## src/rtl/cipher_arbiter_if.sv

```systemverilog
// Requester, grant and cipher-core handshake bundle for cipher_arbiter.
// master = requesters plus core model side, slave = the arbiter.
interface cipher_arbiter_if;
  logic         req0, req1;
  logic [127:0] data0, data1;
  logic         gnt0, gnt1;
  logic         done0, done1;
  logic [127:0] result;
  logic         err;
  logic         enc_start;
  logic [127:0] enc_plain;
  logic         enc_end;
  logic [0:127] enc_cipher;

  modport master (
    output req0, req1, data0, data1, enc_end, enc_cipher,
    input  gnt0, gnt1, done0, done1, result, err, enc_start, enc_plain
  );

  modport slave (
    input  req0, req1, data0, data1, enc_end, enc_cipher,
    output gnt0, gnt1, done0, done1, result, err, enc_start, enc_plain
  );
endinterface

```

## src/rtl/cipher_arbiter.sv

```systemverilog
// Two-requester round-robin front end for a slow cipher core with a
// return-to-zero start/end handshake. Optional RUN timeout: CIPHER_TIMEOUT_EN.
module cipher_arbiter #(
  parameter int unsigned TIMEOUT_CYCLES = 20000
) (
  input logic             sys_clk,
  input logic             sys_rst_n,
  cipher_arbiter_if.slave bus
);
  typedef enum logic [1:0] {IDLE, RUN, DONE, DRAIN} state_t;

  state_t       state;
  logic [1:0]   end_sync;
  logic         end_s;
  logic         ptr;
  logic         owner;
  logic         pick;
  logic [127:0] cipher_rev;
  logic         gnt0_q, gnt1_q, done0_q, done1_q, start_q;
  logic [127:0] plain_q, result_q;

  // enc_end comes from the divided core clock domain
  always_ff @(posedge sys_clk or negedge sys_rst_n) begin
    if (!sys_rst_n) end_sync <= 2'b00;
    else            end_sync <= {end_sync[0], bus.enc_end};
  end
  assign end_s = end_sync[1];

  // core bit k (MSB-first numbering) lands at result bit 127-k
  for (genvar k = 0; k < 128; k++) begin : g_rev
    assign cipher_rev[127-k] = bus.enc_cipher[k];
  end

  // ptr=1 favours requester 1 when both are asking
  always_comb begin
    pick = bus.req1 & (~bus.req0 | ptr);
  end

`ifdef CIPHER_TIMEOUT_EN
  localparam int unsigned TW = (TIMEOUT_CYCLES > 2) ? $clog2(TIMEOUT_CYCLES) : 1;
  logic [TW-1:0] tmo_cnt;
  logic          err_q;
`endif

  always_ff @(posedge sys_clk or negedge sys_rst_n) begin
    if (!sys_rst_n) begin
      state    <= IDLE;
      ptr      <= 1'b0;
      owner    <= 1'b0;
      gnt0_q   <= 1'b0;
      gnt1_q   <= 1'b0;
      done0_q  <= 1'b0;
      done1_q  <= 1'b0;
      start_q  <= 1'b0;
      plain_q  <= '0;
      result_q <= '0;
`ifdef CIPHER_TIMEOUT_EN
      tmo_cnt  <= '0;
      err_q    <= 1'b0;
`endif
    end else begin
      gnt0_q  <= 1'b0;
      gnt1_q  <= 1'b0;
      done0_q <= 1'b0;
      done1_q <= 1'b0;
`ifdef CIPHER_TIMEOUT_EN
      err_q   <= 1'b0;
`endif
      case (state)
        IDLE: begin
          // a core still asserting end from a previous job blocks new work
          if ((bus.req0 | bus.req1) && !end_s) begin
            owner   <= pick;
            gnt0_q  <= ~pick;
            gnt1_q  <= pick;
            plain_q <= pick ? bus.data1 : bus.data0;
            start_q <= 1'b1;
            state   <= RUN;
`ifdef CIPHER_TIMEOUT_EN
            tmo_cnt <= '0;
`endif
          end
        end
        RUN: begin
          if (end_s) begin
            result_q <= cipher_rev;
            state    <= DONE;
          end
`ifdef CIPHER_TIMEOUT_EN
          else if (tmo_cnt == TW'(TIMEOUT_CYCLES - 1)) begin
            err_q   <= 1'b1;
            start_q <= 1'b0;
            ptr     <= ~owner;
            state   <= DRAIN;
          end else begin
            tmo_cnt <= tmo_cnt + 1'b1;
          end
`endif
        end
        DONE: begin
          done0_q <= ~owner;
          done1_q <= owner;
          start_q <= 1'b0;
          ptr     <= ~owner;
          state   <= DRAIN;
        end
        DRAIN: begin
          if (!end_s) state <= IDLE;
        end
        default: state <= IDLE;
      endcase
    end
  end

  assign bus.gnt0      = gnt0_q;
  assign bus.gnt1      = gnt1_q;
  assign bus.done0     = done0_q;
  assign bus.done1     = done1_q;
  assign bus.enc_start = start_q;
  assign bus.enc_plain = plain_q;
  assign bus.result    = result_q;

`ifdef CIPHER_TIMEOUT_EN
  assign bus.err = err_q;
`else
  assign bus.err = 1'b0;
  logic unused_tmo;
  assign unused_tmo = (TIMEOUT_CYCLES == 0);
`endif
endmodule

```

## src/flat_wrapper.sv

```systemverilog
// flat-port wrapper written by rule: the top's interface ports become plain ports
module cipher_arbiter_flat 
#(
  parameter int unsigned TIMEOUT_CYCLES = 20000
)
  (sys_clk, sys_rst_n, bus_req0, bus_req1, bus_data0, bus_data1, bus_enc_end, bus_enc_cipher, bus_gnt0, bus_gnt1, bus_done0, bus_done1, bus_result, bus_err, bus_enc_start, bus_enc_plain);
  cipher_arbiter_if bus_i ();
  input logic sys_clk;
  input logic sys_rst_n;
  input wire logic [$bits(bus_i.req0)-1:0] bus_req0;
  input wire logic [$bits(bus_i.req1)-1:0] bus_req1;
  input wire logic [$bits(bus_i.data0)-1:0] bus_data0;
  input wire logic [$bits(bus_i.data1)-1:0] bus_data1;
  input wire logic [$bits(bus_i.enc_end)-1:0] bus_enc_end;
  input wire logic [$bits(bus_i.enc_cipher)-1:0] bus_enc_cipher;
  output wire logic [$bits(bus_i.gnt0)-1:0] bus_gnt0;
  output wire logic [$bits(bus_i.gnt1)-1:0] bus_gnt1;
  output wire logic [$bits(bus_i.done0)-1:0] bus_done0;
  output wire logic [$bits(bus_i.done1)-1:0] bus_done1;
  output wire logic [$bits(bus_i.result)-1:0] bus_result;
  output wire logic [$bits(bus_i.err)-1:0] bus_err;
  output wire logic [$bits(bus_i.enc_start)-1:0] bus_enc_start;
  output wire logic [$bits(bus_i.enc_plain)-1:0] bus_enc_plain;
  assign bus_i.req0 = bus_req0;
  assign bus_i.req1 = bus_req1;
  assign bus_i.data0 = bus_data0;
  assign bus_i.data1 = bus_data1;
  assign bus_i.enc_end = bus_enc_end;
  assign bus_i.enc_cipher = bus_enc_cipher;
  assign bus_gnt0 = bus_i.gnt0;
  assign bus_gnt1 = bus_i.gnt1;
  assign bus_done0 = bus_i.done0;
  assign bus_done1 = bus_i.done1;
  assign bus_result = bus_i.result;
  assign bus_err = bus_i.err;
  assign bus_enc_start = bus_i.enc_start;
  assign bus_enc_plain = bus_i.enc_plain;
  cipher_arbiter #(.TIMEOUT_CYCLES(TIMEOUT_CYCLES)) u_core (.sys_clk(sys_clk), .sys_rst_n(sys_rst_n), .bus(bus_i));
endmodule
```

## config.mk

```make
export PLATFORM = sky130hd
export DESIGN_NAME = cipher_arbiter_flat
export DESIGN_NICKNAME = d
export VERILOG_FILES = /design/src/rtl/cipher_arbiter_if.sv /design/src/rtl/cipher_arbiter.sv /design/src/flat_wrapper.sv
export SDC_FILE = /design/constraint.sdc
export NUM_CORES = 1
export LEC_CHECK = 0
export CAP_MARGIN = 20
export CORE_AREA = 2 2 257 259
export CTS_CLUSTER_SIZE = 20
export DETAILED_ROUTE_END_ITERATION = 8
export DIE_AREA = 0 0 259 261
export HOLD_SLACK_MARGIN = 0.12
export PLACE_DENSITY_LB_ADDON = 0.25
export SYNTH_ARGS = -nofsm -noshare
export SYNTH_HDL_FRONTEND = slang
export SYNTH_SLANG_ARGS = --single-unit
```

## constraint.sdc

```tcl
create_clock -name sys_clk -period 5.2 [get_ports sys_clk]
set_input_delay 1.04 -clock sys_clk [delete_from_list [all_inputs] [get_ports sys_clk]]
set_output_delay 1.04 -clock sys_clk [all_outputs]
set_load 0.005 [all_outputs]
```

Word level (Yosys, flattened, before mapping)
Cells that the tools add are included.
Widths: inputs -> output; s select.
{ "op_classes": {"muxes": 13, "n_bitwise": 6, "n_eq_ne": 6, "n_reduce_logical": 8} }
{ "op_table": {"columns": ["op", "count"], "rows": [
  ["$mux 128", 1],
  ["$pmux 2 s4", 1],
  ["$mux 1", 7],
  ["$mux 2", 3],
  ["$reduce_and 2->1", 3],
  ["$eq 2x2->1 const B", 2],
  ["$ne 2x1->1 const B", 2],
  ["$not 1->1", 3],
  ["$reduce_and 3->1", 1],
  ["$eq 2x1->1 const B", 1],
  ["$logic_not 2->1", 1],
  ["$ne 2x2->1 const B", 1],
  ["$or 1x1->1", 2],
  ["$pmux 1 s2", 1],
  ["$reduce_bool 2->1", 1],
  ["$and 1x1->1", 1],
  ["$logic_and 1x1->1", 1],
  ["$logic_not 1->1", 1]
]} }
{ "totals": {"register_bits": 267, "wordCells": 44} }

Depth between registers and ports, before layout
Gate-level depths: netlist of run 1.
{ "logic_depth": {"word_depth": 6, "ltp_mapped": 7, "ltp_nobuf": 5} }

Least setup slack after synthesis of run 1
No wires, ideal clock.
{ "synth_timing": {"path_kind": "input to register", "startpoint": "input port bus_req0", "endpoint": "register u_core.plain_q[100], in the netlist u_core.bus.enc_plain[100]", "setup_slack_ns": 3.160, "arrival_time_ns": 1.914, "path_buffers": 2, "required_time_ns": 5.074, "path_stages": 5, "path_cell_list": "a21boi_2 -> buf_2 -> clkbuf_1 -> and3_1 -> a221o_1"} }
{ "synth_via": {"elab_chain_cells": 4, "elab_cells_between_ends": 7, "cone_classes": "1 x mux; 4 x bitwise; 2 x reduce/logical"} }
{ "synth_rtl": {"columns": ["element", "line_no", "text"], "rows": [
  ["from (decl)", "flat_wrapper.sv:10", "input wire logic [$bits(bus_i.req0)-1:0] bus_req0;"],
  ["$not 1->1", "cipher_arbiter.sv:36", "pick = bus.req1 & (~bus.req0 | ptr);"],
  ["$or 1x1->1", "cipher_arbiter.sv:36", null],
  ["$and 1x1->1", "cipher_arbiter.sv:36", null],
  ["$mux 128", "cipher_arbiter.sv:76", "plain_q <= pick ? bus.data1 : bus.data0;"],
  ["to (signal assigned)", "cipher_arbiter.sv:76", null],
  ["to (decl)", "cipher_arbiter.sv:20", "logic [127:0] plain_q, result_q;"]
]} }
Parallel ways exist; a longest one is shown, timed or not.
A chain may end at the register's enable or synchronous reset.

Final worst setup path of run 1
{ "layout_timing": {"startpoint": "register u_core.state[0]", "endpoint": "register u_core.plain_q[40], in the netlist u_core.bus.enc_plain[40]"} }
{ "layout_via": {"elab_chain_cells": 2} }
{ "layout_rtl": {"columns": ["element", "line_no", "text"], "rows": [
  ["from (decl)", "cipher_arbiter.sv:12", "state_t state;"],
  ["from (signal assigned)", "cipher_arbiter.sv:47", "state <= IDLE;"],
  ["from (signal assigned)", "cipher_arbiter.sv:78", "state <= RUN;"],
  ["from (signal assigned)", "cipher_arbiter.sv:87", "state <= DONE;"],
  ["$logic_not 2->1", "cipher_arbiter.sv:69", "case (state)"],
  ["$reduce_and 2->1 (no line)", null, null]
]} }
Every way passes these cells.

==> run metrics, run 1 <==
status finished, final reports clean; unrepaired setup endpoints after global routing false; Gate Count Post-Synth 751; Vias/cell 4.045; Yosys top cell area share 61.71%; sequential cell area fraction in the yosys report 61.71%; Resized cells post-CTS 0; largest net degree at the start of global routing 102; Inserted Clock Buffers 36; path depth of the worst reg2reg path 6; Max FO, Critical Path 70; syn avg cell area 14.42 um^2; setup TNS 0 ns; All-Layer GR Usage 12.44%; top_reg_cell synth dfrtp_1; layout cells sized above 1 14.52%; max-cap violation count 0; most frequent cell after synthesis dfrtp_1; Synth area leaders dfrtp_1 62%, mux2_2 14%, a221o_1 12%; P per Cell Area 534.8 mW/mm^2; initial core utilization 16.65%; Post-Layout Cell Count 2271; vias 9186; Final Util 29.76%; Worst EP required 5.66 ns; Synth Net Count 1145; vias in the first global route 9773; worst hold stages 0; Slew HR 32.48%; register area 0.006681 mm^2; Clock Tree Buf Depth 3; largest area contributor in the netlist dfrtp_1; register-to-register setup slack 1.97 ns; Hold Path Class register to register; Core ar. 0.06504 mm^2; ys async rst share 100.0%; hpwl dp 32100 um; DIE AREA 0.06760 mm^2; Clock transition at path regs 0.06 ns; DR pass1 iterations 5; Worst Path Arrival 3.69 ns; Crit Reg-Reg Endpoint u_core.bus.enc_plain[40]; critical path class register to register; initial antenna violation count 3; CTS tree done; CTS root buf clkbuf_16; area of the multi-input gates 0.003764 mm^2; placed cells 2206; die width 259 um; flops & latches, synth 267; Leak 8.278 nW; f_max 309.5 MHz; Fin Clk Skew 0.01668 ns; Critical Path Source u_core.state[0]; htree depth 2; row count 94; Slew @ Worst Pin 1.010 ns; r2r startpoint u_core.state[0]; Die Y 261 um; first-pass GRT wire length 63930 um; wire per inst 19.56 um; IO Count 651; Nets 1774; Synth cell types 27; Worst setup EP type register; setup violators final 0; Startpoint Class register; Peak supply drop 0.1972 mV; number of post-CTS setup repair buffers 0; number of flops mapped to enable cells by yosys 0; antenna viol nets, final 0; Hold WS 0.3472 ns; area grow syn2layout 78.75%; Hold Violations, Final 0; final period utilization 62.14%; GR Overflow Total 0; port bufs 649; Clock Latency Late Sink 0.53 ns; Post-Syn Area 0.01083 mm^2; Post-Route WL 44420 um; total power 10.35 mW; Fill cells 6552; Synth top cells by count 267 x dfrtp_1, 131 x mux2_2, 128 x a221o_1, 128 x and3_1, 38 x clkbuf_1; Synth Warn # 0; First DRT Iteration DRCs 376; post-route DRC violation count 0; fin. max-slew vios 0; Worst setup endpoint u_core.bus.enc_plain[40]; CTS sink count 267; hold buffer count at CTS 0; min-delay src u_core.end_sync[0]; gpl congestion 0.8320; minimum clock period 3.231 ns
==> per-stage QoR <==
stage | setup WS, ns | area, um^2
4_1_cts | 1.923 | 19350
2_1_floorplan | 3.160 | 10830
6_report | 1.969 | 19350
3_5_place_dp | 1.787 | 18220
5_1_grt | 1.721 | 19350
3_3_place_gp | 1.815 | 18220
==> how the worst min path moves through the flow <==
stage	end	slack, ns
3_5_place_dp	u_core.end_sync[1]	0.34
6_report	u_core.end_sync[1]	0.35
4_1_cts	u_core.end_sync[1]	0.35
2_1_floorplan	u_core.end_sync[1]	0.33
5_1_grt	u_core.end_sync[1]	0.37
3_3_place_gp	u_core.end_sync[1]	0.34
==> flip-flops by register name, indices dropped and copies added, names as in the netlist <==
signal / flops
u_core.owner: 1
u_core.bus.enc_plain: 128
u_core.end_sync: 2
u_core.ptr: 1
u_core.bus.done0: 1
u_core.bus.enc_start: 1
u_core.bus.result: 128
u_core.bus.gnt0: 1
u_core.bus.done1: 1
u_core.state: 2
u_core.bus.gnt1: 1
==> layout make-up <==
type                       count  area share [%]
timing repair buffer         662           34.48
inverter                       4         0.07757
multi-input combinational    409           19.45
tap                          864           5.585
antenna                        2         0.02586
clock inverter                11          0.4784
sequential                   267           34.52
clock buffer                  52           5.385
==> layer usage <==
metal	GRT usage, %	up-vias	share of wire [%]
li1	-	4155	-
met1	14.01	4578	37
met2	22.50	393	52
met3	3.571	60	8.0
met4	4.143	0	2.4
met5	0	-	0
==> worst max-delay path, stage by stage, from the launching register on <==
cell and delay [ns]:
dfrtp_1 0.40, inv_1 0.13, ha_1 0.24, nor2b_4 0.77, and3_4 0.88, buf_4 0.40
a221o_1 0.20
==> logic make-up (layout without fill, tap and decap cells) <==
kind of cell | count (synthesis) | in the layout | share of synthesized area [%]
other cells | 1 | 3 | 0.03463
fa+ha+maj | 5 | 5 | 0.5778
mux | 132 | 132 | 13.72
buf+inv | 75 | 729 | 3.744
flops | 267 | 267 | 61.71
compound gates | 135 | 135 | 12.34
simple gates | 136 | 136 | 7.881
==> cell usage in the layout (no fill, tap or decap) <==
master / count
buf_12: 6
a21o_1: 1
a22o_1: 1
clkinvlp_4: 2
a21oi_1: 1
and2_1: 1
buf_4: 7
nand2b_1: 1
o21ai_4: 1
nand2_4: 1
dfrtp_1: 267
bufinv_16: 1
and3_4: 1
and3_1: 128
ha_1: 5
clkbuf_16: 37
o22ai_1: 1
o21bai_1: 1
conb_1: 1
clkbuf_8: 6
mux2i_1: 1
inv_6: 2
mux2_2: 131
clkbuf_1: 9
a221o_1: 128
buf_8: 1
diode_2: 2
nor2_1: 3
inv_1: 4
a21boi_4: 1
nor2b_4: 1
clkinv_2: 6
clkdlybuf4s50_1: 648
==> power breakdown <==
part | total (mW) | switching, mW | leakage (nW) | internal, mW
sequential | 3.62 | 0.538 | 3.23 | 3.08
combinational | 4.31 | 1.45 | 4.49 | 2.86
clock | 2.42 | 0.975 | 0.557 | 1.44
total | 10.3 | 2.96 | 8.28 | 7.39
Note: power is estimated with default switching activity, not from simulation.
==> run 2, diff against run 1 <==
--- a/config.mk
+++ b/config.mk
@@ -6,10 +6,10 @@
 export NUM_CORES = 1
 export LEC_CHECK = 0
 export CAP_MARGIN = 20
-export CORE_AREA = 2 2 257 259
+export CORE_AREA = 2 2 251 253
 export CTS_CLUSTER_SIZE = 20
 export DETAILED_ROUTE_END_ITERATION = 8
-export DIE_AREA = 0 0 259 261
+export DIE_AREA = 0 0 253 255
 export HOLD_SLACK_MARGIN = 0.12
 export PLACE_DENSITY_LB_ADDON = 0.25
 export SYNTH_ARGS = -nofsm -noshare
==> constraint.sdc (replaced) <==
create_clock -name sys_clk -period 3.12 [get_ports sys_clk]
set_input_delay 0.624 -clock sys_clk [delete_from_list [all_inputs] [get_ports sys_clk]]
set_output_delay 0.624 -clock sys_clk [all_outputs]
set_load 0.005 [all_outputs]
==> run metrics, run 2 (synthesis gave the netlist of run 1 again) <==
CTS tree done (unchanged); Worst Path Arrival 2.73 ns (was 3.69 ns); Leak 8.386 nW (was 8.278 nW); hold path endpoint u_core.end_sync[1] (unchanged); Peak supply drop 0.3243 mV (was 0.1972 mV); initial antenna violation count 1 (was 3); antenna viol nets, final 0 (unchanged); Clock transition at path regs 0.06 ns (about the same); total power 17.32 mW (was 10.35 mW); register-to-register setup slack 0.84 ns (was 1.97 ns); Crit Reg-Reg Endpoint u_core.bus.enc_plain[70] (was u_core.bus.enc_plain[40]); IO Count 651 (unchanged); Hold Violations, Final 0 (unchanged); Hold WS 0.3488 ns (was 0.3472 ns); final period utilization 73.02% (was 62.14%); Startpoint Class register (unchanged); Die Y 255 um (was 261 um); P per Cell Area 889.1 mW/mm^2 (was 534.8 mW/mm^2); register area 0.006681 mm^2 (unchanged); die width 253 um (was 259 um); Hold Path Class register to register (unchanged); Nets 1790 (was 1774); layout cells sized above 1 15.41% (was 14.52%); wire per inst 19.69 um (was 19.56 um); worst hold stages 0 (unchanged); Worst setup EP type register (unchanged); area of the multi-input gates 0.003764 mm^2 (unchanged); All-Layer GR Usage 12.70% (was 12.44%); vias 9189 (was 9186); Fin Clk Skew 0.02423 ns (was 0.01668 ns); path depth of the worst reg2reg path 6 (unchanged); Slew @ Worst Pin 0.6802 ns (was 1.010 ns); r2r startpoint u_core.state[0] (unchanged); setup TNS 0 ns (unchanged); DR pass1 iterations 4 (was 5); setup violators final 0 (unchanged); Fill cells 6298 (was 6552); Worst EP required 3.57 ns (was 5.66 ns); vias in the first global route 9799 (was 9773); largest net degree at the start of global routing 130 (was 102); CTS root buf clkbuf_16 (unchanged); htree depth 2 (unchanged); hpwl dp 31730 um (was 32100 um); commonest non-fill, non-tap cell in the layout clkdlybuf4s50_1 (unchanged); DIE AREA 0.06452 mm^2 (was 0.06760 mm^2); Post-Route WL 43720 um (was 44420 um); min-delay src u_core.end_sync[0] (unchanged); Clock Tree Buf Depth 3 (unchanged); GR Overflow Total 0 (unchanged); Clock Latency Late Sink 0.54 ns (was 0.53 ns); initial core utilization 17.42% (was 16.65%); First DRT Iteration DRCs 512 (was 376); max-cap violation count 0 (unchanged); most frequent cells in the layout 648 x clkdlybuf4s50_1, 267 x dfrtp_1, 131 x mux2_2 (unchanged); unrepaired setup endpoints after global routing false (unchanged); status finished, final reports clean (unchanged); port bufs 649 (unchanged); critical path class register to register (unchanged); f_max 438.9 MHz (was 309.5 MHz); row count 92 (was 94); first-pass GRT wire length 62450 um (was 63930 um); gpl congestion 0.7697 (was 0.8320); post-route DRC violation count 0 (unchanged); Core ar. 0.06216 mm^2 (was 0.06504 mm^2); Max FO, Critical Path 49 (was 70); minimum clock period 2.278 ns (was 3.231 ns); CTS sink count 267 (unchanged); Slew HR 54.48% (was 32.48%); Inserted Clock Buffers 35 (was 36); area grow syn2layout 79.93% (was 78.75%); fin. max-slew vios 0 (unchanged); Vias/cell 4.137 (was 4.045)
-- run 2: critical path, stage by stage, from the launching register on --
cell and delay [ns]:
dfrtp_1 0.40, inv_1 0.13, ha_1 0.21, nor2b_4 0.33, and3_4 0.54, buf_12 0.30, a221o_1 0.21
-- run 2: final cells by class --
class / instances / share of cell area [%]
clock inverters: 7 / 0.4174
flip-flops and latches: 267 / 34.29
clock buffers: 55 / 5.504
repair buffers: 679 / 35.25
diodes: 1 / 0.01284
well taps: 799 / 5.131
inverters: 4 / 0.07707
multi-input cells: 409 / 19.32
-- run 2: where the power goes --
part	total (mW)	switching, mW	leakage, nW	internal [mW]
sequential	6.05	0.915	3.23	5.14
clock	4.01	1.57	0.564	2.45
combinational	7.25	2.41	4.59	4.84
-- run 2: worst max-delay path by stage --
| stage | start | to | slack, ns | cells after the start |
|---|---|---|---|---|
| floorplan | u_core.state[0] | u_core.bus.enc_plain[100] | 1.43 | 7 |
| global placement | bus_req1 | u_core.bus.enc_plain[120] | 0.62 | 4 |
| detailed placement | bus_req1 | u_core.bus.enc_plain[5] | 0.55 | 4 |
| CTS | u_core.state[0] | u_core.bus.enc_plain[58] | 0.77 | 6 |
| global route | u_core.state[0] | u_core.bus.enc_plain[76] | 0.65 | 6 |
| finish | u_core.state[0] | u_core.bus.enc_plain[70] | 0.84 | 6 |
-- run 2: stage by stage --
stage | std cells | area (um^2) | setup WS [ns] | utilization (%)
after floorplan | 751 | 10830 | 1.430 | -
after global placement | 2157 | 18320 | 0.6159 | 29.47
after detailed placement | 2157 | 18320 | 0.5509 | 29.47
after CTS | 2220 | 19480 | 0.7706 | 31.34
after global routing | 2220 | 19480 | 0.6468 | 31.34
final | 2221 | 19480 | 0.8417 | 31.34
-- run 2: per-layer routing --
layer,track usage (%),up-vias,routed length [um]
met5,0,-,0
met4,4.480,0,1226
met3,3.712,74,3526
met2,22.77,388,22460
met1,14.34,4541,16510
li1,-,4186,-
-- run 2: timing repair --
action	CTS	global route
hold buffers	1	0
endpoints found under the hold margin	52	0
buffers inserted	0	0
resized for setup	0	0
